--- src/rtl/control_drawrect_pkg.sv ---
// control_drawrect_pkg
// Shared types and constants for the rectangle draw command engine.
//   drawrect_mode_e  : drawing modes carried in the first command byte
//   drawrect_state_e : command FSM states (capture, start, run, finish)
//   MODE_MAX         : highest legal mode value; anything above is malformed
//   *_BYTES          : byte counts of the fixed-size command fields
//   col_bytes()      : bytes needed to carry a column coordinate
package control_drawrect_pkg;

  typedef enum logic [7:0] {
    MODE_FILL    = 8'd0,
    MODE_OUTLINE = 8'd1
  } drawrect_mode_e;

  localparam logic [7:0] MODE_MAX = MODE_OUTLINE;

  typedef enum logic [3:0] {
    CAPTURE_MODE,
    CAPTURE_X1,
    CAPTURE_Y1,
    CAPTURE_W,
    CAPTURE_H,
    CAPTURE_COLOR,
    START,
    RUN,
    FINISH
  } drawrect_state_e;

  // Fixed-size fields; x1/width and colour sizes follow the module parameters.
  localparam int MODE_BYTES = 1;
  localparam int Y1_BYTES   = 1;
  localparam int H_BYTES    = 1;

  function automatic int col_bytes(input int pixel_width);
    return ($clog2(pixel_width) + 7) / 8;
  endfunction

endpackage

--- src/rtl/control_subcmd_rectwalk.sv ---
// control_subcmd_rectwalk
// Walks a clipped rectangle in row-major order and issues one framebuffer
// byte write per colour byte, under a valid/ready style handshake.
// Ports:
//   clk, reset           : clock, synchronous active-high reset
//   start_i              : one-cycle pulse; loads the first pixel and raises the write request
//   mem_ready_i          : framebuffer accepts the current write
//   outline_i            : 1 = outline mode, 0 = fill mode
//   x_first_i, y_first_i : rectangle origin (x1, y1)
//   x_end_i, y_end_i     : exclusive clipped bounds
//   x_last_i, y_last_i   : unclipped far edges (x1+width-1, y1+height-1)
//   colour_i             : pixel colour, byte BYTES_PER_PIXEL-1 sent first
//   row_o, column_o, pixel_o, data_out_o : current write address and byte
//   ram_write_enable_o   : write request, held high until the last byte is accepted
//   last_accepted_o      : final byte of the rectangle is being accepted this cycle
module control_subcmd_rectwalk #(
  parameter int PIXEL_WIDTH     = 64,
  parameter int PIXEL_HEIGHT    = 32,
  parameter int BYTES_PER_PIXEL = 2,
  parameter int COL_BITS        = $clog2(PIXEL_WIDTH),
  parameter int ROW_BITS        = $clog2(PIXEL_HEIGHT),
  parameter int PSEL_BITS       = (BYTES_PER_PIXEL > 1) ? $clog2(BYTES_PER_PIXEL) : 1,
  parameter int XW              = 9,
  parameter int YW              = 9
) (
  input  logic                           clk,
  input  logic                           reset,
  input  logic                           start_i,
  input  logic                           mem_ready_i,
  input  logic                           outline_i,
  input  logic [XW-1:0]                  x_first_i,
  input  logic [XW-1:0]                  x_end_i,
  input  logic [XW-1:0]                  x_last_i,
  input  logic [YW-1:0]                  y_first_i,
  input  logic [YW-1:0]                  y_end_i,
  input  logic [YW-1:0]                  y_last_i,
  input  logic [8*BYTES_PER_PIXEL-1:0]   colour_i,
  output logic [ROW_BITS-1:0]            row_o,
  output logic [COL_BITS-1:0]            column_o,
  output logic [PSEL_BITS-1:0]           pixel_o,
  output logic [7:0]                     data_out_o,
  output logic                           ram_write_enable_o,
  output logic                           last_accepted_o
);

  localparam logic [PSEL_BITS-1:0] PIX_FIRST = PSEL_BITS'(BYTES_PER_PIXEL - 1);

  logic [ROW_BITS-1:0]  row_q;
  logic [COL_BITS-1:0]  col_q;
  logic [PSEL_BITS-1:0] pixel_q;
  logic [7:0]           data_q;
  logic                 we_q;

  logic                 accept;
  logic                 full_row;
  logic                 row_end;
  logic                 last_row;
  logic [XW-1:0]        col_ext;
  logic [XW-1:0]        col_next;
  logic [YW-1:0]        row_ext;
  logic [PSEL_BITS-1:0] pix_next;
  logic [7:0]           byte_next;
  logic [7:0]           byte_first;

  always_comb begin
    col_ext    = XW'(col_q);
    row_ext    = YW'(row_q);
    accept     = we_q & mem_ready_i;
    // Outline interior rows only touch the two side edges; first/last rows
    // and fill mode cover every column up to the clipped bound.
    full_row   = !outline_i || (row_ext == y_first_i) || (row_ext == y_last_i);
    col_next   = col_ext + XW'(1);
    row_end    = 1'b0;
    if (full_row) begin
      row_end = (col_next == x_end_i);
    end else if ((col_ext == x_first_i) && (x_last_i < XW'(PIXEL_WIDTH))
                 && (x_last_i != x_first_i)) begin
      // Jump straight from the left edge to the right edge, no idle cycles.
      col_next = x_last_i;
    end else begin
      row_end = 1'b1;
    end
    last_row        = ((row_ext + YW'(1)) == y_end_i);
    last_accepted_o = accept && (pixel_q == '0) && row_end && last_row;

    pix_next   = (pixel_q == '0) ? PIX_FIRST : (pixel_q - PSEL_BITS'(1));
    byte_next  = colour_i[8*int'(pix_next) +: 8];
    byte_first = colour_i[8*(BYTES_PER_PIXEL-1) +: 8];
  end

  always_ff @(posedge clk) begin
    if (reset) begin
      row_q   <= '0;
      col_q   <= '0;
      pixel_q <= '0;
      data_q  <= '0;
      we_q    <= 1'b0;
    end else if (start_i) begin
      row_q   <= ROW_BITS'(y_first_i);
      col_q   <= COL_BITS'(x_first_i);
      pixel_q <= PIX_FIRST;
      data_q  <= byte_first;
      we_q    <= 1'b1;
    end else if (accept) begin
      // Address and data only move on an accepted write, so they hold
      // stable for as long as the framebuffer stalls.
      pixel_q <= pix_next;
      data_q  <= byte_next;
      if (pixel_q == '0) begin
        if (!row_end) begin
          col_q <= COL_BITS'(col_next);
        end else if (!last_row) begin
          row_q <= row_q + ROW_BITS'(1);
          col_q <= COL_BITS'(x_first_i);
        end else begin
          we_q  <= 1'b0;
        end
      end
    end
  end

  assign row_o              = row_q;
  assign column_o           = col_q;
  assign pixel_o            = pixel_q;
  assign data_out_o         = data_q;
  assign ram_write_enable_o = we_q;

endmodule

--- src/rtl/control_cmd_drawrect.sv ---
// control_cmd_drawrect
// Rectangle command engine for the LED panel framebuffer. Parses a byte
// stream (mode, x1, y1, width, height, colour), clips the rectangle to the
// panel and drives the framebuffer write port through the rectangle walker.
// Ports:
//   clk, reset        : clock, synchronous active-high reset
//   enable, data_in   : command byte and its valid, taken while ready_for_data=1
//   mem_ready         : framebuffer accepts a write this cycle
//   ready_for_data    : block accepts command bytes
//   row, column       : write address
//   pixel, data_out   : colour-byte select and colour byte
//   ram_write_enable  : write request
//   done              : one-cycle pulse at command completion
//   error             : one-cycle pulse with done for a malformed mode
module control_cmd_drawrect
  import control_drawrect_pkg::*;
#(
  parameter int PIXEL_WIDTH     = 64,
  parameter int PIXEL_HEIGHT    = 32,
  parameter int BYTES_PER_PIXEL = 2,
  parameter int COL_BITS        = $clog2(PIXEL_WIDTH),
  parameter int ROW_BITS        = $clog2(PIXEL_HEIGHT),
  parameter int PSEL_BITS       = (BYTES_PER_PIXEL > 1) ? $clog2(BYTES_PER_PIXEL) : 1,
  parameter int COL_BYTES       = col_bytes(PIXEL_WIDTH)
) (
  input  logic                 clk,
  input  logic                 reset,
  input  logic                 enable,
  input  logic [7:0]           data_in,
  input  logic                 mem_ready,
  output logic                 ready_for_data,
  output logic [ROW_BITS-1:0]  row,
  output logic [COL_BITS-1:0]  column,
  output logic [PSEL_BITS-1:0] pixel,
  output logic [7:0]           data_out,
  output logic                 ram_write_enable,
  output logic                 done,
  output logic                 error
);

  localparam int XFW = 8 * COL_BYTES;  // transmitted x1/width field width
  localparam int XW  = XFW + 1;        // one extra bit so x1+width cannot wrap
  localparam int YW  = 9;

  drawrect_state_e              state_q;
  logic [7:0]                   mode_q;
  logic [XFW-1:0]               x1_q;
  logic [7:0]                   y1_q;
  logic [XFW-1:0]               w_q;
  logic [7:0]                   h_q;
  logic [8*BYTES_PER_PIXEL-1:0] colour_q;
  logic [7:0]                   byte_cnt_q;
  logic                         ready_q;
  logic                         done_q;
  logic                         error_q;

  logic                         take;
  int                           field_len;
  logic                         field_last;
  drawrect_state_e              next_capture;
  logic [XW-1:0]                x_sum, x_end, x_last;
  logic [YW-1:0]                y_sum, y_end, y_last;
  logic                         area_empty;
  logic                         mode_bad;
  logic                         is_outline;
  logic                         walk_start;
  logic                         last_accepted;

  // NOTE: every signal written here gets a default first, so no path leaves
  // it unassigned and no latch is inferred.
  always_comb begin
    field_len    = 1;
    next_capture = CAPTURE_MODE;
    case (state_q)
      CAPTURE_MODE:  begin field_len = MODE_BYTES;      next_capture = CAPTURE_X1;    end
      CAPTURE_X1:    begin field_len = COL_BYTES;       next_capture = CAPTURE_Y1;    end
      CAPTURE_Y1:    begin field_len = Y1_BYTES;        next_capture = CAPTURE_W;     end
      CAPTURE_W:     begin field_len = COL_BYTES;       next_capture = CAPTURE_H;     end
      CAPTURE_H:     begin field_len = H_BYTES;         next_capture = CAPTURE_COLOR; end
      CAPTURE_COLOR: begin field_len = BYTES_PER_PIXEL; next_capture = START;         end
      default: ;
    endcase
    field_last = (byte_cnt_q == 8'(field_len - 1));
    take       = ready_q & enable;

    // Clipped bounds are derived from the captured fields, which stay
    // frozen from START until FINISH clears them.
    x_sum      = XW'(x1_q) + XW'(w_q);
    y_sum      = YW'(y1_q) + YW'(h_q);
    x_end      = (x_sum > XW'(PIXEL_WIDTH))  ? XW'(PIXEL_WIDTH)  : x_sum;
    y_end      = (y_sum > YW'(PIXEL_HEIGHT)) ? YW'(PIXEL_HEIGHT) : y_sum;
    x_last     = x_sum - XW'(1);
    y_last     = y_sum - YW'(1);
    area_empty = (w_q == '0) || (h_q == '0)
              || (XW'(x1_q) >= XW'(PIXEL_WIDTH))
              || (YW'(y1_q) >= YW'(PIXEL_HEIGHT));
    mode_bad   = (mode_q > MODE_MAX);
    is_outline = (mode_q == MODE_OUTLINE);
    walk_start = (state_q == START) && !mode_bad && !area_empty;
  end

  // NOTE: clocked state uses non-blocking assignments only, so every register
  // samples the values from before the edge regardless of statement order.
  always_ff @(posedge clk) begin
    if (reset) begin
      state_q    <= CAPTURE_MODE;
      mode_q     <= '0;
      x1_q       <= '0;
      y1_q       <= '0;
      w_q        <= '0;
      h_q        <= '0;
      colour_q   <= '0;
      byte_cnt_q <= '0;
      ready_q    <= 1'b1;
      done_q     <= 1'b0;
      error_q    <= 1'b0;
    end else begin
      done_q  <= 1'b0;
      error_q <= 1'b0;
      case (state_q)
        START: begin
          if (mode_bad || area_empty) begin
            state_q <= FINISH;
            done_q  <= 1'b1;
            error_q <= mode_bad;
          end else begin
            state_q <= RUN;
          end
        end
        RUN: begin
          if (last_accepted) begin
            state_q <= FINISH;
            done_q  <= 1'b1;
          end
        end
        FINISH: begin
          state_q    <= CAPTURE_MODE;
          ready_q    <= 1'b1;
          mode_q     <= '0;
          x1_q       <= '0;
          y1_q       <= '0;
          w_q        <= '0;
          h_q        <= '0;
          colour_q   <= '0;
          byte_cnt_q <= '0;
        end
        default: begin
          // Capture states: multi-byte fields shift in MSB first.
          if (take) begin
            case (state_q)
              CAPTURE_MODE:  mode_q   <= data_in;
              CAPTURE_X1:    x1_q     <= XFW'({x1_q, data_in});
              CAPTURE_Y1:    y1_q     <= data_in;
              CAPTURE_W:     w_q      <= XFW'({w_q, data_in});
              CAPTURE_H:     h_q      <= data_in;
              CAPTURE_COLOR: colour_q <= (8*BYTES_PER_PIXEL)'({colour_q, data_in});
              default: ;
            endcase
            if (field_last) begin
              byte_cnt_q <= '0;
              state_q    <= next_capture;
              if (state_q == CAPTURE_COLOR) ready_q <= 1'b0;
            end else begin
              byte_cnt_q <= byte_cnt_q + 8'd1;
            end
          end
        end
      endcase
    end
  end

  control_subcmd_rectwalk #(
    .PIXEL_WIDTH     (PIXEL_WIDTH),
    .PIXEL_HEIGHT    (PIXEL_HEIGHT),
    .BYTES_PER_PIXEL (BYTES_PER_PIXEL),
    .COL_BITS        (COL_BITS),
    .ROW_BITS        (ROW_BITS),
    .PSEL_BITS       (PSEL_BITS),
    .XW              (XW),
    .YW              (YW)
  ) u_walk (
    .clk                (clk),
    .reset              (reset),
    .start_i            (walk_start),
    .mem_ready_i        (mem_ready),
    .outline_i          (is_outline),
    .x_first_i          (XW'(x1_q)),
    .x_end_i            (x_end),
    .x_last_i           (x_last),
    .y_first_i          (YW'(y1_q)),
    .y_end_i            (y_end),
    .y_last_i           (y_last),
    .colour_i           (colour_q),
    .row_o              (row),
    .column_o           (column),
    .pixel_o            (pixel),
    .data_out_o         (data_out),
    .ram_write_enable_o (ram_write_enable),
    .last_accepted_o    (last_accepted)
  );

  assign ready_for_data = ready_q;
  assign done           = done_q;
  assign error          = error_q;

endmodule

--- config.mk ---
export PLATFORM = sky130hd
export DESIGN_NAME = control_cmd_drawrect
export DESIGN_NICKNAME = d
export VERILOG_FILES = /design/src/rtl/control_drawrect_pkg.sv /design/src/rtl/control_subcmd_rectwalk.sv /design/src/rtl/control_cmd_drawrect.sv
export SDC_FILE = /design/constraint.sdc
export NUM_CORES = 1
export LEC_CHECK = 0
export ABC_AREA = 1
export CORE_UTILIZATION = 65
export DETAILED_ROUTE_END_ITERATION = 6
export GPL_TIMING_DRIVEN = 0
export PLACE_DENSITY = 0.94
export SLEW_MARGIN = 0
export SYNTH_ARGS = -nofsm -noshare
export SYNTH_HDL_FRONTEND = slang
export SYNTH_SLANG_ARGS = --single-unit
--- constraint.sdc ---
create_clock -name clk -period 7.39 [get_ports clk]
set_clock_uncertainty 0.15 [all_clocks]
set_input_delay 1.8475 -clock clk [delete_from_list [all_inputs] [get_ports clk]]
set_output_delay 1.8475 -clock clk [all_outputs]
set_load 0.05 [all_outputs]
==> results of run 1 <==
[where the power goes]
part           internal, mW  switching (mW)  total (mW)  leakage, nW
registers             0.610           0.115       0.725        0.747
logic                 0.563            1.04        1.61         2.15
clock network         0.131           0.195       0.325       0.0971
total                  1.30            1.35        2.66         3.00
[per-stage QoR]
stage | instance area, um2 | cells | power (mW) | worst slack [ns] | utilization (%)
2_1_floorplan | 5820 | 887 | 1.96 | 4.20 | -
3_3_place_gp | 6290 | 1029 | 2.26 | 3.46 | 72.5
3_5_place_dp | 6290 | 1029 | 2.30 | 3.40 | 72.5
4_1_cts | 6480 | 1045 | 2.62 | 3.68 | 74.7
5_1_grt | 6480 | 1045 | 2.91 | 3.36 | 74.7
6_report | 6480 | 1045 | 2.66 | 3.61 | 74.7
[worst paths after layout]
| kind | endpoint | depth (start not counted) | slack [ns] | start |
|---|---|---|---|---|
| worst max-delay path | colour_q[15]$_SDFFE_PP0P_ | 9 | 3.61 | enable |
| worst min-delay path | mode_q[1]$_SDFFE_PP0P_ | 2 | 0.31 | mode_q[1]$_SDFFE_PP0P_ |
| worst max register to register | u_walk.column_o[3]$_SDFFE_PP0P_ | 20 | 3.73 | x1_q[0]$_SDFFE_PP0P_ |
| worst min register to register | mode_q[1]$_SDFFE_PP0P_ | 2 | 0.31 | mode_q[1]$_SDFFE_PP0P_ |
[cell type report]
cell class              count  share of cell area (%)
inverters                 122                    7.08
well taps                 108                    2.08
clock inverters             7                   0.985
multi-input cells         650                    52.6
clock buffers               9                    1.91
flip-flops and latches     92                    28.4
repair buffers             34                    5.25
plain buffers              23                    1.68
[cells by family after synthesis]
group | synth area share (%)
AO/OA/AOI/OAI | 15.6
XOR/XNOR | 4.43
adder cells (fa/ha/maj) | 5.63
buffers and inverters | 9.76
flip-flops | 31.7
AND/OR/NAND/NOR | 32.9
[flip-flops by register name, indices dropped and copies added (netlist names)]
name                       count
state_q                        4
ready_for_data                 1
u_walk.column_o                6
h_q                            8
error                          1
done                           1
mode_q                         8
u_walk.ram_write_enable_o      1
u_walk.row_o                   5
u_walk.pixel_o                 1
colour_q                      16
byte_cnt_q                     8
u_walk.data_out_o              8
y1_q                           8
x1_q                           8
w_q                            8
[routing by layer]
| metal | vias to the layer above | GRT usage, % |
|---|---|---|
| met5 | - | 0 |
| li1 | 3002 | - |
| met4 | 0 | 8.61 |
| met1 | 2680 | 43.6 |
| met2 | 240 | 50.5 |
| met3 | 33 | 5.78 |
[synth_stat cells (2+ instances only)]
| library cell | instances | area share, % |
|---|---|---|
| sky130_fd_sc_hd__a211oi_1 | 3 | 0.39 |
| sky130_fd_sc_hd__a21oi_1 | 68 | 5.8 |
| sky130_fd_sc_hd__a21oi_2 | 3 | 0.45 |
| sky130_fd_sc_hd__buf_2 | 3 | 0.26 |
| sky130_fd_sc_hd__buf_4 | 3 | 0.39 |
| sky130_fd_sc_hd__clkbuf_1 | 16 | 1.0 |
| sky130_fd_sc_hd__clkinv_1 | 4 | 0.26 |
| sky130_fd_sc_hd__dfxtp_1 | 92 | 32 |
| sky130_fd_sc_hd__fa_1 | 2 | 0.69 |
| sky130_fd_sc_hd__ha_1 | 23 | 4.9 |
| sky130_fd_sc_hd__inv_1 | 114 | 7.4 |
| sky130_fd_sc_hd__inv_2 | 3 | 0.19 |
| sky130_fd_sc_hd__nand2_1 | 202 | 13 |
| sky130_fd_sc_hd__nand2_2 | 5 | 0.54 |
| sky130_fd_sc_hd__nand2_4 | 2 | 0.39 |
| sky130_fd_sc_hd__nand3_1 | 70 | 6.0 |
| sky130_fd_sc_hd__nand3_2 | 4 | 0.69 |
| sky130_fd_sc_hd__nand3b_1 | 4 | 0.52 |
| sky130_fd_sc_hd__nand4_1 | 19 | 2.0 |
| sky130_fd_sc_hd__nor2_1 | 94 | 6.1 |
| sky130_fd_sc_hd__nor2_2 | 2 | 0.22 |
| sky130_fd_sc_hd__nor2_4 | 2 | 0.39 |
| sky130_fd_sc_hd__nor3_1 | 12 | 1.0 |
| sky130_fd_sc_hd__nor3_2 | 2 | 0.34 |
| sky130_fd_sc_hd__nor3b_1 | 2 | 0.26 |
| sky130_fd_sc_hd__nor4_1 | 9 | 0.97 |
| sky130_fd_sc_hd__o211ai_1 | 10 | 1.3 |
| sky130_fd_sc_hd__o21ai_0 | 66 | 5.7 |
| sky130_fd_sc_hd__o21ai_1 | 5 | 0.43 |
| sky130_fd_sc_hd__or2_2 | 3 | 0.32 |
| sky130_fd_sc_hd__xnor2_1 | 6 | 0.90 |
| sky130_fd_sc_hd__xnor2_2 | 2 | 0.56 |
| sky130_fd_sc_hd__xor2_1 | 16 | 2.4 |
| sky130_fd_sc_hd__xor2_2 | 2 | 0.56 |
[worst register-to-register path, stage by stage (launching register included)]
cell                       delay (ns)
sky130_fd_sc_hd__dfxtp_1         0.49
sky130_fd_sc_hd__ha_1            0.25
sky130_fd_sc_hd__inv_1           0.06
sky130_fd_sc_hd__fa_1            0.53
sky130_fd_sc_hd__ha_1            0.37
sky130_fd_sc_hd__nand2_1         0.07
sky130_fd_sc_hd__o21ai_0         0.08
sky130_fd_sc_hd__a211oi_1        0.22
sky130_fd_sc_hd__nand2_1         0.07
sky130_fd_sc_hd__a21oi_1         0.13
sky130_fd_sc_hd__nand2_1         0.07
sky130_fd_sc_hd__nor2_1          0.08
sky130_fd_sc_hd__nand3_1         0.06
sky130_fd_sc_hd__nand3_1         0.15
sky130_fd_sc_hd__nor2_1          0.09
sky130_fd_sc_hd__buf_4           0.17
sky130_fd_sc_hd__o21ai_0         0.22
sky130_fd_sc_hd__nand2_1         0.09
sky130_fd_sc_hd__o21ai_1         0.10
sky130_fd_sc_hd__nor2_1          0.06
sky130_fd_sc_hd__nor2_1          0.10
==> results.md, run 1 <==
| Stage | Metric | Reported |
| --- | --- | --- |
| placed design | Sum of net half-perimeters after detailed placement | 11.0 mm |
| flow run | Maximum capacitance violations | 0 |
| drt | Routed wire length on met2 | 6.65 mm |
| finish | Fillers | 659 |
| clocking | Source-to-sink clock delay at the later pin of the worst-skew pair | 0.37 ns |
| floorplan | Die Outline Area | 9330 um2 |
| finish | Number of nets in the finished design | 969 |
| logic synthesis | Most frequently used flop master after synthesis | sky130_fd_sc_hd__dfxtp_1 |
| placed design | Buffers on Ports | 34 |
| clocking | Root Buffer | sky130_fd_sc_hd__clkbuf_8 |
| global routing | Number of global-route vias before repair | 5297 |
| logic synthesis | Synth Warn # | 0 |
| sta | Slew HR | 56.1% |
| drt | DRT iter0 DRCs | 634 |
| status | Result of the run | completed |
| logic synthesis | Number of synthesized flops with an enable pin | 0 |
| finish | Most common library cell in the layout ignoring fill and taps | sky130_fd_sc_hd__nand2_1 |
| drt | Via count normalized by instance count | 5.70 |
| drt | Routed wire length on met3 | 1.15 mm |
| sta | Setup Viol. Count Final | 0 |
| sta | Min Tclk post-route | 3.78 ns |
| sta | Unrepaired setup endpoints after global routing | false |
| worst setup path | Standard cell with the maximum stage delay on the critical path | sky130_fd_sc_hd__clkdlybuf4s50_1 |
| finish | Combined flip-flop and latch cell area | 1840 um2 |
| worst setup path | CP peak stage delay | 0.46 ns |
| worst setup path | Critical Path AT | 3.92 ns |
| power | Power per Cell Area | 410 nW/um2 |
| finish | Number of antenna diodes | 0 |
| finish | Area used by multi-input combinational logic | 3410 um2 |
| worst setup path | Critical Path Start Type | input port |
| clocking | Register clock-pin slew on the reported worst setup and hold paths | 0.10 ns |
| drt | Highest layer used for signal routing | met4 |
| logic synthesis | Post-Synthesis Net Count | 924 |
| global routing | Largest net degree at the start of global routing | 19 |
| drt | TritonRoute pass-1 iters | 5 |
| drt | WL final | 14.6 mm |
| worst setup path | Maximum fanout along the worst path | 10 |
| sta | Worst-margin pin slew | 0.658 ns |
| logic synthesis | Share of synthesized area occupied by flip-flops and latches | 31.7% |
| global routing | GRT Overall Usage | 31.5% |
| clocking | Post-CTS Setup Repair Bufs | 0 |
| worst setup path | CP endpoint kind | register |
| logic synthesis | Flop and latch count out of synthesis | 92 |
| finish | Fraction of layout cells with a size suffix above 1 | 5.87% |
| placed design | GP Congestion | 0.935 |
| sta | Post-route setup TNS | 0 ns |
| power | VDD IR max | 221 uV |
| floorplan | Die span in x | 96.6 um |
| floorplan | Die Height | 96.6 um |
| global routing | Overall overflow remaining after global route | 0 |
| clocking | TritonCTS clock tree | yes |
| logic synthesis | Mean instance size in the synthesized netlist | 6.56 um2 |
| clocking | Number of sinks on the clock net | 92 |
| global routing | Antenna violations before repair | 0 |
| floorplan | Number of top-level pins | 36 |
| worst setup path | Cell family with the largest share of critical-path delay | buffers and inverters |
| drt | M1 wire length | 6.50 mm |
| sta | Worst Hold Slack | 0.311 ns |
| hold path | Worst hold-check path type | reg2reg |
| worst setup path | Number of buffers and inverters on the critical path | 4 |
| worst setup path | Cells along the critical path | clkdlybuf4s50_1, nand2_1, nand2_1, inv_1, nor2_1, clkbuf_1, clkbuf_1, nand3_1, a21oi_1 |
| finish | Highest-count cells in the layout ignoring fill and taps | sky130_fd_sc_hd__nand2_1, sky130_fd_sc_hd__inv_1, sky130_fd_sc_hd__nor2_1 |
| drt | Number of nets with antenna violations after routing | 0 |
| sta | Fin crit share | 51.1% |
| drt | Vias post-DR | 5955 |
| worst setup path | Critical path start-end classification | in2reg |
| sta | FMAX | 265 MHz |
| floorplan | Initial cell density of the core | 67.0% |
| sta | Max Transition Viols Final | 0 |
| logic synthesis | Synthesized netlist cell count | 887 |
| finish | Synth-to-Final Area Change | 11.4% |
| drt | Remaining DRCs | 0 |
| floorplan | Std-Cell Core Area | 8680 um2 |
| logic synthesis | Asr flop ratio synth | 0% |
| global routing | First-pass GRT wire length | 24.7 mm |
| worst setup path | CP required | 7.53 ns |
| clocking | Gates resized, CTS repair | 0 |
| floorplan | Number of rows in the core area | 34 |
| clocking | Total of hold buffers inserted after clock tree synthesis | 0 |
| logic synthesis | Library cells used by synthesis | 48 |
| clocking | Clock Path Buffers | 2 |
| clocking | Number of buffers added by the clock tree synthesis step | 9 |
| sta | Number of hold-slack violations in the final timing report | 0 |
| clocking | Depth of the CTS H-tree | 3 |
| logic synthesis | Cell area after synthesis | 5820 um2 |
| drt | Wirelength per Cell | 13.9 um |
| power | Leakage power summed over all cells | 3.00 nW |
(Power assumes the default switching activity.)
==> run 2, diff against run 1 <==
CORE_UTILIZATION = 54   (was 65)
PLACE_DENSITY = 0.84   (was 0.94)
clock period = 3.2 ns   (was 7.39 ns; I/O delays follow)
==> run 2 against run 1 <==
Wire length is 17% higher. Largest cell class unchanged. Largest power group unchanged. Global-route usage shrank 3.8 points. Die area grew 20%. The run now ends with DRC, setup timing left. Clock power increased by 120%. Utilization decreased by 5.8 points. First-iteration DRC count rose by 31%. Combinational power increased to 3.1 times the previous value. Sequential share of layout area is 2.4 points lower. Critical endpoint is now u_walk.row_o[4]$_SDFFE_PP0P_. Register-to-register slack lost 3.9 ns.
==> results.md, run 2 (synthesis gave the netlist of run 1 again) <==
| Stage | Metric | Reported |
| --- | --- | --- |
| hold path | Hold_sp | mode_q[3]$_SDFFE_PP0P_ |
| power | VDD IR max | 559 uV |
| worst setup path | Critical Path AT | 3.51 ns |
| global routing | Overall overflow remaining after global route | 0 |
| worst setup path | Origin of the worst setup path | w_q[0]$_SDFFE_PP0P_ |
| finish | Highest-count cells in the layout ignoring fill and taps | sky130_fd_sc_hd__nand2_1, sky130_fd_sc_hd__inv_1, sky130_fd_sc_hd__nor2_1 |
| global routing | Number of global-route vias before repair | 5364 |
| hold path | Worst hold-check path type | reg2reg |
| worst setup path | CP required | 3.35 ns |
| clocking | Number of buffers added by the clock tree synthesis step | 9 |
| sta | Setup Viol. Count Final | 17 |
| floorplan | Die Height | 106 um |
| worst setup path | CP endpoint kind | register |
| sta | Number of hold-slack violations in the final timing report | 0 |
| clocking | Total of hold buffers inserted after clock tree synthesis | 0 |
| worst setup path | Cell repeated most along the worst path | sky130_fd_sc_hd__nand2_1 |
| placed design | Sum of net half-perimeters after detailed placement | 11.2 mm |
| worst setup path | Critical path start-end classification | reg2reg |
| worst setup path | Maximum fanout along the worst path | 7 |
| clocking | Register clock-pin slew on the reported worst setup and hold paths | 0.10 ns |
| drt | Number of nets with antenna violations after routing | 0 |
| finish | Most common library cell in the layout ignoring fill and taps | sky130_fd_sc_hd__nand2_1 |
| sta | Fin crit share | 105% |
| drt | Vias post-DR | 6336 |
| placed design | DP Area | 6330 um2 |
| drt | DRT iter0 DRCs | 828 |
| finish | Fillers | 816 |
| worst setup path | Standard cell with the maximum stage delay on the critical path | sky130_fd_sc_hd__fa_2 |
| worst setup path | Number of buffers and inverters on the critical path | 4 |
| sta | Final worst-path setup slack | -0.166 ns |
| placed design | GP Congestion | 0.921 |
| drt | WL final | 17.0 mm |
| finish | Number of nets in the finished design | 993 |
| finish | Number of antenna diodes | 0 |
| finish | Fraction of layout cells with a size suffix above 1 | 15.3% |
| clocking | Root Buffer | sky130_fd_sc_hd__clkbuf_8 |
| finish | Flip-flop count of the largest register, all copies and words added | 16 |
| sta | FMAX | 297 MHz |
| sta | Unrepaired setup endpoints after global routing | true |
| floorplan | Number of rows in the core area | 37 |
| floorplan | Die Outline Area | 11200 um2 |
| global routing | First-pass GRT wire length | 25.0 mm |
| global routing | Largest net degree at the start of global routing | 17 |
| worst setup path | CP peak stage delay | 0.40 ns |
| finish | Final core utilization | 68.9% |
| drt | Wirelength per Cell | 15.5 um |
| sta | Max Transition Viols Final | 0 |
| flow run | Maximum capacitance violations | 0 |
| drt | TritonRoute pass-1 iters | 7 |
| floorplan | Die span in x | 106 um |
| clocking | TritonCTS clock tree | yes |
| global routing | GRT Overall Usage | 27.8% |
| drt | Remaining DRCs | 8 |
| sta | Slew HR | 53.2% |
| finish | Register with the highest flop count | colour_q |
| worst setup path | Cell family with the largest share of critical-path delay | simple AND/OR/NAND/NOR gates |
| worst setup path | Cells along the critical path | ha_4, inv_2, fa_2, xnor2_4, inv_2, nand3_2, nor2_1, nand3_1, nand2_2, buf_4, nand2_2, o21ai_1, nand2_1, nor2_2, nand3_4, nand3_4, buf_12, nand2_8, nand2_1, nand2_1, nor2_1 |
| floorplan | Std-Cell Core Area | 10400 um2 |
| finish | Final design area excluding fillers | 7140 um2 |
| drt | Via count normalized by instance count | 5.78 |
| clocking | Depth of the CTS H-tree | 3 |
| power | Post-layout power | 7.34 mW |
| clocking | Number of sinks on the clock net | 92 |
| sta | Worst-margin pin slew | 0.702 ns |
| floorplan | Initial cell density of the core | 56.1% |
| sta | Min Tclk post-route | 3.37 ns |
| clocking | Source-to-sink clock delay at the later pin of the worst-skew pair | 0.37 ns |
| worst setup path | Critical Path Start Type | register |
| floorplan | Number of top-level pins | 36 |
| finish | Synth-to-Final Area Change | 22.8% |
| status | Violated checks | DRC, setup timing |
| power | Leakage power summed over all cells | 3.16 nW |
| power | Power per Cell Area | 1030 nW/um2 |
| placed design | Buffers on Ports | 34 |
| global routing | Antenna violations before repair | 0 |
| worst setup path | Startpoint of the worst-slack reg-to-reg timing path | w_q[0]$_SDFFE_PP0P_ |
| clocking | Clock Path Buffers | 2 |
| status | Result of the run | finished with violations |
[run 2: layout make-up]
class / count / area (um2) / area share (%)
buffer: 22 / 105 / 1.47
clock buffer: 10 / 128 / 1.79
clock inverter: 6 / 43.8 / 0.613
inverter: 122 / 468 / 6.55
multi-input combinational: 654 / 3850 / 53.8
sequential: 92 / 1860 / 26.1
tap: 136 / 170 / 2.38
timing repair buffer: 55 / 522 / 7.30
[run 2: worst paths after layout]
path / end / slack [ns] / depth (start not counted)
setup / recovery: u_walk.row_o[4]$_SDFFE_PP0P_ / -0.17 / 21
hold / removal: mode_q[3]$_SDFFE_PP0P_ / 0.32 / 2
setup reg to reg: u_walk.row_o[4]$_SDFFE_PP0P_ / -0.17 / 21
hold reg to reg: mode_q[3]$_SDFFE_PP0P_ / 0.32 / 2
[run 2: metal layers]
metal,up-vias,global-route usage (%),part of all wire [%]
met5,-,0,0
met4,0,9.03,2.8
met3,48,5.69,8.7
met2,355,43.7,47
met1,2888,37.9,41
li1,3045,-,-
[run 2: where the power goes]
part	internal, mW	switching [mW]	leakage, nW	total, mW
combinational	1.83	3.09	2.32	4.93
clock	0.288	0.429	0.0875	0.718
sequential	1.43	0.268	0.753	1.70
[run 2: worst min-delay path, delay by kind of cell (launching register included)]
family | cells | cell delay (ns)
buffers and inverters | 1 | 0.06
AO/OA/AOI/OAI | 1 | 0.06
flip-flops | 1 | 0.30
[run 2: timing repair]
item | 4_1_cts | 5_1_grt
cloned | 1 | 4
hold endpoints to repair | 0 | 0
setup endpoints to repair | 17 | 19
resized for setup | 36 | 78
setup buffers | 11 | 9
pin swaps | 17 | 40
[run 2: stage by stage]
step | instances | hold WS (ns) | worst slack [ns] | TNS, ns
floorplan | 887 | 0.279 | 0.116 | 0
global placement | 1057 | 0.291 | -0.340 | -4.85
detailed placement | 1057 | 0.302 | -0.409 | -5.97
CTS | 1084 | 0.312 | -0.0309 | -0.0951
global route | 1097 | 0.328 | -0.332 | -4.16
finish | 1097 | 0.316 | -0.166 | -1.09
==> run 3, diff against run 2 <==
--- a/constraint.sdc
+++ b/constraint.sdc
@@ -4,2 +4,2 @@
 set_output_delay 0.8 -clock clk [all_outputs]
-set_load 0.05 [all_outputs]
+set_load 0.02 [all_outputs]
==> results of run 3 <==
Same layout as run 2 (identical final DEF). Status: finished with violations: DRC, setup timing.
Among the figures that moved: total power 7.34 mW -> 7.33 mW; worst IR drop on VDD 559 uV -> 532 uV
==> RTL change 1 (settings of run 2) <==
Encoding of `drawrect_state_e`: now Gray code (4 bits for 9 states).
--- a/src/rtl/control_drawrect_pkg.sv
+++ b/src/rtl/control_drawrect_pkg.sv
@@ -17,11 +17,11 @@
   typedef enum logic [3:0] {
-    CAPTURE_MODE,
-    CAPTURE_X1,
-    CAPTURE_Y1,
-    CAPTURE_W,
-    CAPTURE_H,
-    CAPTURE_COLOR,
-    START,
-    RUN,
-    FINISH
+    CAPTURE_MODE  = 4'b0000,
+    CAPTURE_X1    = 4'b0001,
+    CAPTURE_Y1    = 4'b0011,
+    CAPTURE_W     = 4'b0010,
+    CAPTURE_H     = 4'b0110,
+    CAPTURE_COLOR = 4'b0111,
+    START         = 4'b0101,
+    RUN           = 4'b0100,
+    FINISH        = 4'b1100
   } drawrect_state_e;
Check against the original RTL: no difference found for any inputs over 10 cycles, from zero or initial values and one cycle with reset high; not proved beyond that.
==> RTL change 1 against run 2 <==
The run ends with negative setup slack left; synthesized area rose by 6.0%; setup slack improved by 0.16 ns; first-iteration DRC count fell by 34%; power fell by 8.4%; cell area rose by 3.3%; cell count rose by 4.7%; combinational power fell by 20%; synthesized cell count rose by 6.7%; non-clock buffer count fell by 8; via count rose by 3.5%; sequential cell count did not move; sequential power fell by 8%; wire length rose by 0.40%.
==> RTL change 1: results (changes against run 2) <==
metric,value,unit,change
outcome,"complete, but fails checks",,unchanged
failing checks,negative setup slack,,"was design-rule violations, negative setup slack"
area share of the largest cell type after synthesis,0.299,,was 0.317
clock-pin slew on the worst setup and hold paths,0.07,ns,was 0.10 ns
DR pass1 iterations,5,,was 7
Largest register FFs,16,,unchanged
maximum fanout along the worst path,5,,was 7
Worst-Margin Slew,1.20,ns,was 0.702 ns
setup TNS,-0.00663,ns,was -1.09 ns
vias in the first global route,5775,,was 5364
library cells used by synthesis,49,,was 48
CTS root buf,clkbuf_16,,was clkbuf_8
vias per cell,5.71,,was 5.78
post-synth net total,983,,was 924
initial antenna violation count,0,,unchanged
"Clk Latency, worst-skew pair",0.34,ns,was 0.37 ns
htree depth,3,,unchanged
first-pass GRT wire length,26800,um,was 25000 um
WP data arrival,3.29,ns,was 3.51 ns
"top cells by area, synth","dfxtp_1 30%, nand2_1 13%, inv_1 6.8%, a21oi_1 6.5%, nand3_1 6.3%",,"was dfxtp_1 32%, nand2_1 13%, inv_1 7.4%, nor2_1 6.1%, nand3_1 6.0%"
DP Worst Slack,-0.313,ns,was -0.409 ns
"top cells by count, synth","219 x nand2_1, 112 x inv_1, 92 x dfxtp_1",,"was 202 x nand2_1, 114 x inv_1, 94 x nor2_1"
Initial DRC Count,545,,was 828
ys async rst share,0,,unchanged
sequential share of the synthesized area,0.299,,was 0.317
final WL,17100,um,was 17000 um
setup violators final,2,,was 17
Final HPWL DP,12300,um,was 11200 um
Port Buffers,34,,unchanged
dpl cell area,6690,sq um,was 6330 sq um
Worst Hold Class,flip-flop to flip-flop,,unchanged
largest net degree at the start of global routing,16,,was 17
total CTS buffers,9,,unchanged
Critical path origin,y1_q[0],,was w_q[0]
synth warn,0,,unchanged
Biggest register,colour_q,,unchanged
final net count,1042,,was 993
critical hold path startpoint,colour_q[13],,was mode_q[3]
Max IR drop VDD,477,uV,was 559 uV
R2R Path End,u_walk.column_o[4],,was u_walk.row_o[4]
Fill cells,911,,was 816
worst r2r path cells,20,,was 21
Leakage,3.33,nW,was 3.16 nW
Setup WS post-layout,-0.00368,ns,was -0.166 ns
critical path class,flip-flop to flip-flop,,unchanged
Placer Congestion,0.944,,was 0.921
CTS max path bufs,2,,unchanged
Most used DFF post-synth,dfxtp_1,,unchanged
layout cell share with drive strength beyond 1,0.141,,was 0.153
gr usage total,0.288,,was 0.278
antenna cells,0,,unchanged
[RTL change 1: what timing repair did]
item,4_1_cts,5_1_grt
pin swaps,7,30
resized for setup,18,52
cloned,1,3
setup buffers,2,8
hold buffers,0,0
setup endpoints to repair,17,17
[RTL change 1: cell families (layout without fill, tap and decap cells)]
| kind of cell | Yosys count | count (layout) | synth area share |
|---|---|---|---|
| DFF | 92 | 92 | 0.299 |
| xor gates and xnor gates | 19 | 19 | 0.0282 |
| adders and majority gates | 25 | 25 | 0.0531 |
| AOI/OAI and AO/OA | 181 | 181 | 0.159 |
| buffers and inverters | 141 | 201 | 0.0878 |
| and+or+nand+nor | 487 | 490 | 0.371 |
| muxes | 1 | 1 | 0.00183 |
[RTL change 1: final cells by class]
cell class / count / area share
multi-input combinational: 716 / 0.547
clock inverter: 6 / 0.0154
inverter: 117 / 0.0599
timing repair buffer: 45 / 0.0575
clock buffer: 9 / 0.0305
sequential: 92 / 0.252
tap: 140 / 0.0237
buffer: 24 / 0.0139
[RTL change 1: worst max-delay path, stage by stage, from the launching register on]
cell and delay, ns:
dfxtp_4 0.38, ha_4 0.16, fa_2 0.47, inv_4 0.11
ha_4 0.14, inv_1 0.06, nor2_4 0.13, nand3_2 0.12
nand2_2 0.09, nand2_1 0.06, nand2_1 0.09, nand2_2 0.07
nor2_2 0.15, nand4_4 0.16, nand2_2 0.11, nand3_4 0.10
nand3_4 0.15, buf_2 0.19, nand2_1 0.06, o21ai_1 0.07
a21oi_1 0.07
[RTL change 1: worst min-delay path by stage]
stage	endpoint	slack [ns]	depth (start not counted)
global route	colour_q[13]	0.34	2
floorplan	colour_q[10]	0.30	2
detailed placement	colour_q[13]	0.31	2
finish	colour_q[13]	0.32	2
global placement	colour_q[8]	0.30	2
CTS	colour_q[13]	0.32	2
[RTL change 1: power by group]
group          internal [mW]  total, mW  leakage [nW]  switching [mW]
combinational           1.44       3.96          2.42            2.53
clock                  0.760       1.20         0.158           0.440
sequential              1.35       1.56         0.750           0.205
total                   3.55       6.72          3.33            3.17
[RTL change 1: per-stage QoR]
| stage | std cells | utilization | hold slack, ns |
|---|---|---|---|
| floorplan | 946 | - | 0.295 |
| global placement | 1120 | 0.609 | 0.303 |
| detailed placement | 1120 | 0.609 | 0.305 |
| CTS | 1138 | 0.647 | 0.316 |
| global route | 1149 | 0.672 | 0.335 |
| finish | 1149 | 0.672 | 0.316 |
[RTL change 1: metal layers]
| layer | vias to the layer above | track usage | part of all wire |
|---|---|---|---|
| li1 | 3269 | - | - |
| met1 | 3010 | 0.368 | 0.43 |
| met2 | 241 | 0.484 | 0.49 |
| met3 | 39 | 0.0341 | 0.054 |
| met4 | 0 | 0.126 | 0.029 |
| met5 | - | 0 | 0 |
==> RTL change 2 (flow settings as in run 2) <==
Without the edit above. `PIXEL_HEIGHT` is set to 32 in 2 places; all go to 64.
--- a/src/rtl/control_subcmd_rectwalk.sv
+++ b/src/rtl/control_subcmd_rectwalk.sv
@@ -17,3 +17,3 @@
   parameter int PIXEL_WIDTH     = 64,
-  parameter int PIXEL_HEIGHT    = 32,
+  parameter int PIXEL_HEIGHT    = 64,
   parameter int BYTES_PER_PIXEL = 2,
--- a/src/rtl/control_cmd_drawrect.sv
+++ b/src/rtl/control_cmd_drawrect.sv
@@ -18,3 +18,3 @@
   parameter int PIXEL_WIDTH     = 64,
-  parameter int PIXEL_HEIGHT    = 32,
+  parameter int PIXEL_HEIGHT    = 64,
   parameter int BYTES_PER_PIXEL = 2,
Ports: changed (resized row); port bits go from 36 to 37. The function was not compared with the original's and may differ.
==> RTL change 2 against run 2 <==
The run ends with negative setup slack left; wire length shrank 0.27%; power shrank 16%; sequential cell count grew 1; setup slack gained 0.080 ns; clock power grew 46%; global-route usage grew 1.0 points; combinational power shrank 29%; synthesized area grew 5.8%; cell area grew 3.3%; first-iteration DRC count shrank 32%; sequential power shrank 7%; utilization shrank 1.7 points; non-clock buffer count shrank 1; critical path type unchanged; critical endpoint is now u_walk.column_o[3]; largest power group unchanged.
==> RTL change 2: results (changes against run 2) <==
metric,value,unit,change
vias in the first global route,5603,,was 5364
largest net degree at the start of global routing,19,,was 17
library cells used by synthesis,46,,was 48
DR pass1 iterations,5,,was 7
Slowest Stage Delay on Critical Path,0.59,ns,was 0.40 ns
dpl cell area,6690,sq um,was 6330 sq um
Setup WS post-layout,-0.0859,ns,was -0.166 ns
WL per Instance,14.4,um,was 15.5 um
Most used DFF post-synth,dfxtp_1,,unchanged
post-synth net total,1006,,was 924
Cell Int Power,3.17,mW,was 3.55 mW
layout cell share with drive strength beyond 1,0.126,,was 0.153
"top cells by area, synth","dfxtp_1 30%, nand2_1 18%, inv_1 7.2%, a21oi_1 6.2%, nor2_1 5.7%",,"was dfxtp_1 32%, nand2_1 13%, inv_1 7.4%, nor2_1 6.1%, nand3_1 6.0%"
Fill cells,935,,was 816
first-pass GRT wire length,26600,um,was 25000 um
gr usage total,0.288,,was 0.278
Final HPWL DP,11800,um,was 11200 um
setup TNS,-0.930,ns,was -1.09 ns
Worst Hold Class,flip-flop to flip-flop,,unchanged
Leakage,3.30,nW,was 3.16 nW
Initial DRC Count,562,,was 828
WP data arrival,3.39,ns,was 3.51 ns
failing checks,negative setup slack,,"was design-rule violations, negative setup slack"
"top cells by count, synth","291 x nand2_1, 118 x inv_1, 94 x nor2_1",,"was 202 x nand2_1, 114 x inv_1, 94 x nor2_1"
number of remaining DRC errors,0,,was 8
vias per cell,5.54,,was 5.78
Max IR drop VDD,558,uV,was 559 uV
Biggest register,colour_q,,unchanged
setup violators final,16,,was 17
htree depth,3,,unchanged
Vias,6537,,was 6336
maximum fanout along the worst path,5,,was 7
DP Worst Slack,-0.399,ns,was -0.409 ns
average size of a mapped cell,6.35,sq um,was 6.56 sq um
clock-pin slew on the worst setup and hold paths,0.07,ns,was 0.10 ns
Placer Congestion,0.953,,was 0.921
outcome,"complete, but fails checks",,unchanged
sequential share of the synthesized area,0.303,,was 0.317
final net count,1072,,was 993
[RTL change 2: final timing paths]
path / startpoint / endpoint / slack [ns] / cells after the start
worst max-delay path: y1_q[0] / u_walk.column_o[3] / -0.09 / 20
worst min-delay path: colour_q[10] / colour_q[10] / 0.31 / 2
worst max register to register: y1_q[0] / u_walk.column_o[3] / -0.09 / 20
worst min register to register: colour_q[10] / colour_q[10] / 0.31 / 2
[RTL change 2: repair_timing]
item,4_1_cts,5_1_grt
resized for setup,28,52
setup endpoints to repair,18,18
buffers inserted,9,7
gates cloned,1,2
pin swaps,10,30
[RTL change 2: kinds of logic after synthesis]
family,synth area share
AO/OA/AOI/OAI,0.124
XOR/XNOR,0.0464
adder cells (fa/ha/maj),0.0533
buffers and inverters,0.0945
flip-flops,0.303
AND/OR/NAND/NOR,0.380
[RTL change 2: per-layer routing]
layer	track usage	share of wire
met3	0.0406	0.065
met4	0.0917	0.021
met1	0.377	0.44
met5	0	0
met2	0.486	0.47
[RTL change 2: power by group through the flow]
stage,logic (mW),registers [mW],clock network [mW]
final,3.52,1.58,1.05
after global routing,3.91,1.61,1.10
after CTS,3.22,1.57,1.06
after detailed placement,3.04,1.59,0
after global placement,2.99,1.59,0
after floorplan,2.44,1.55,0
[RTL change 2: area by class of cell]
| class | count | area, sq um | area share |
|---|---|---|---|
| Buffer | 22 | 124 | 0.0168 |
| Clock buffer | 9 | 225 | 0.0305 |
| Inverter | 124 | 468 | 0.0634 |
| Tap cell | 140 | 175 | 0.0237 |
| Multi-Input combinational cell | 731 | 3940 | 0.533 |
| Sequential cell | 93 | 1880 | 0.254 |
| Timing Repair Buffer | 54 | 507 | 0.0687 |
| Clock inverter | 7 | 66.3 | 0.00899 |
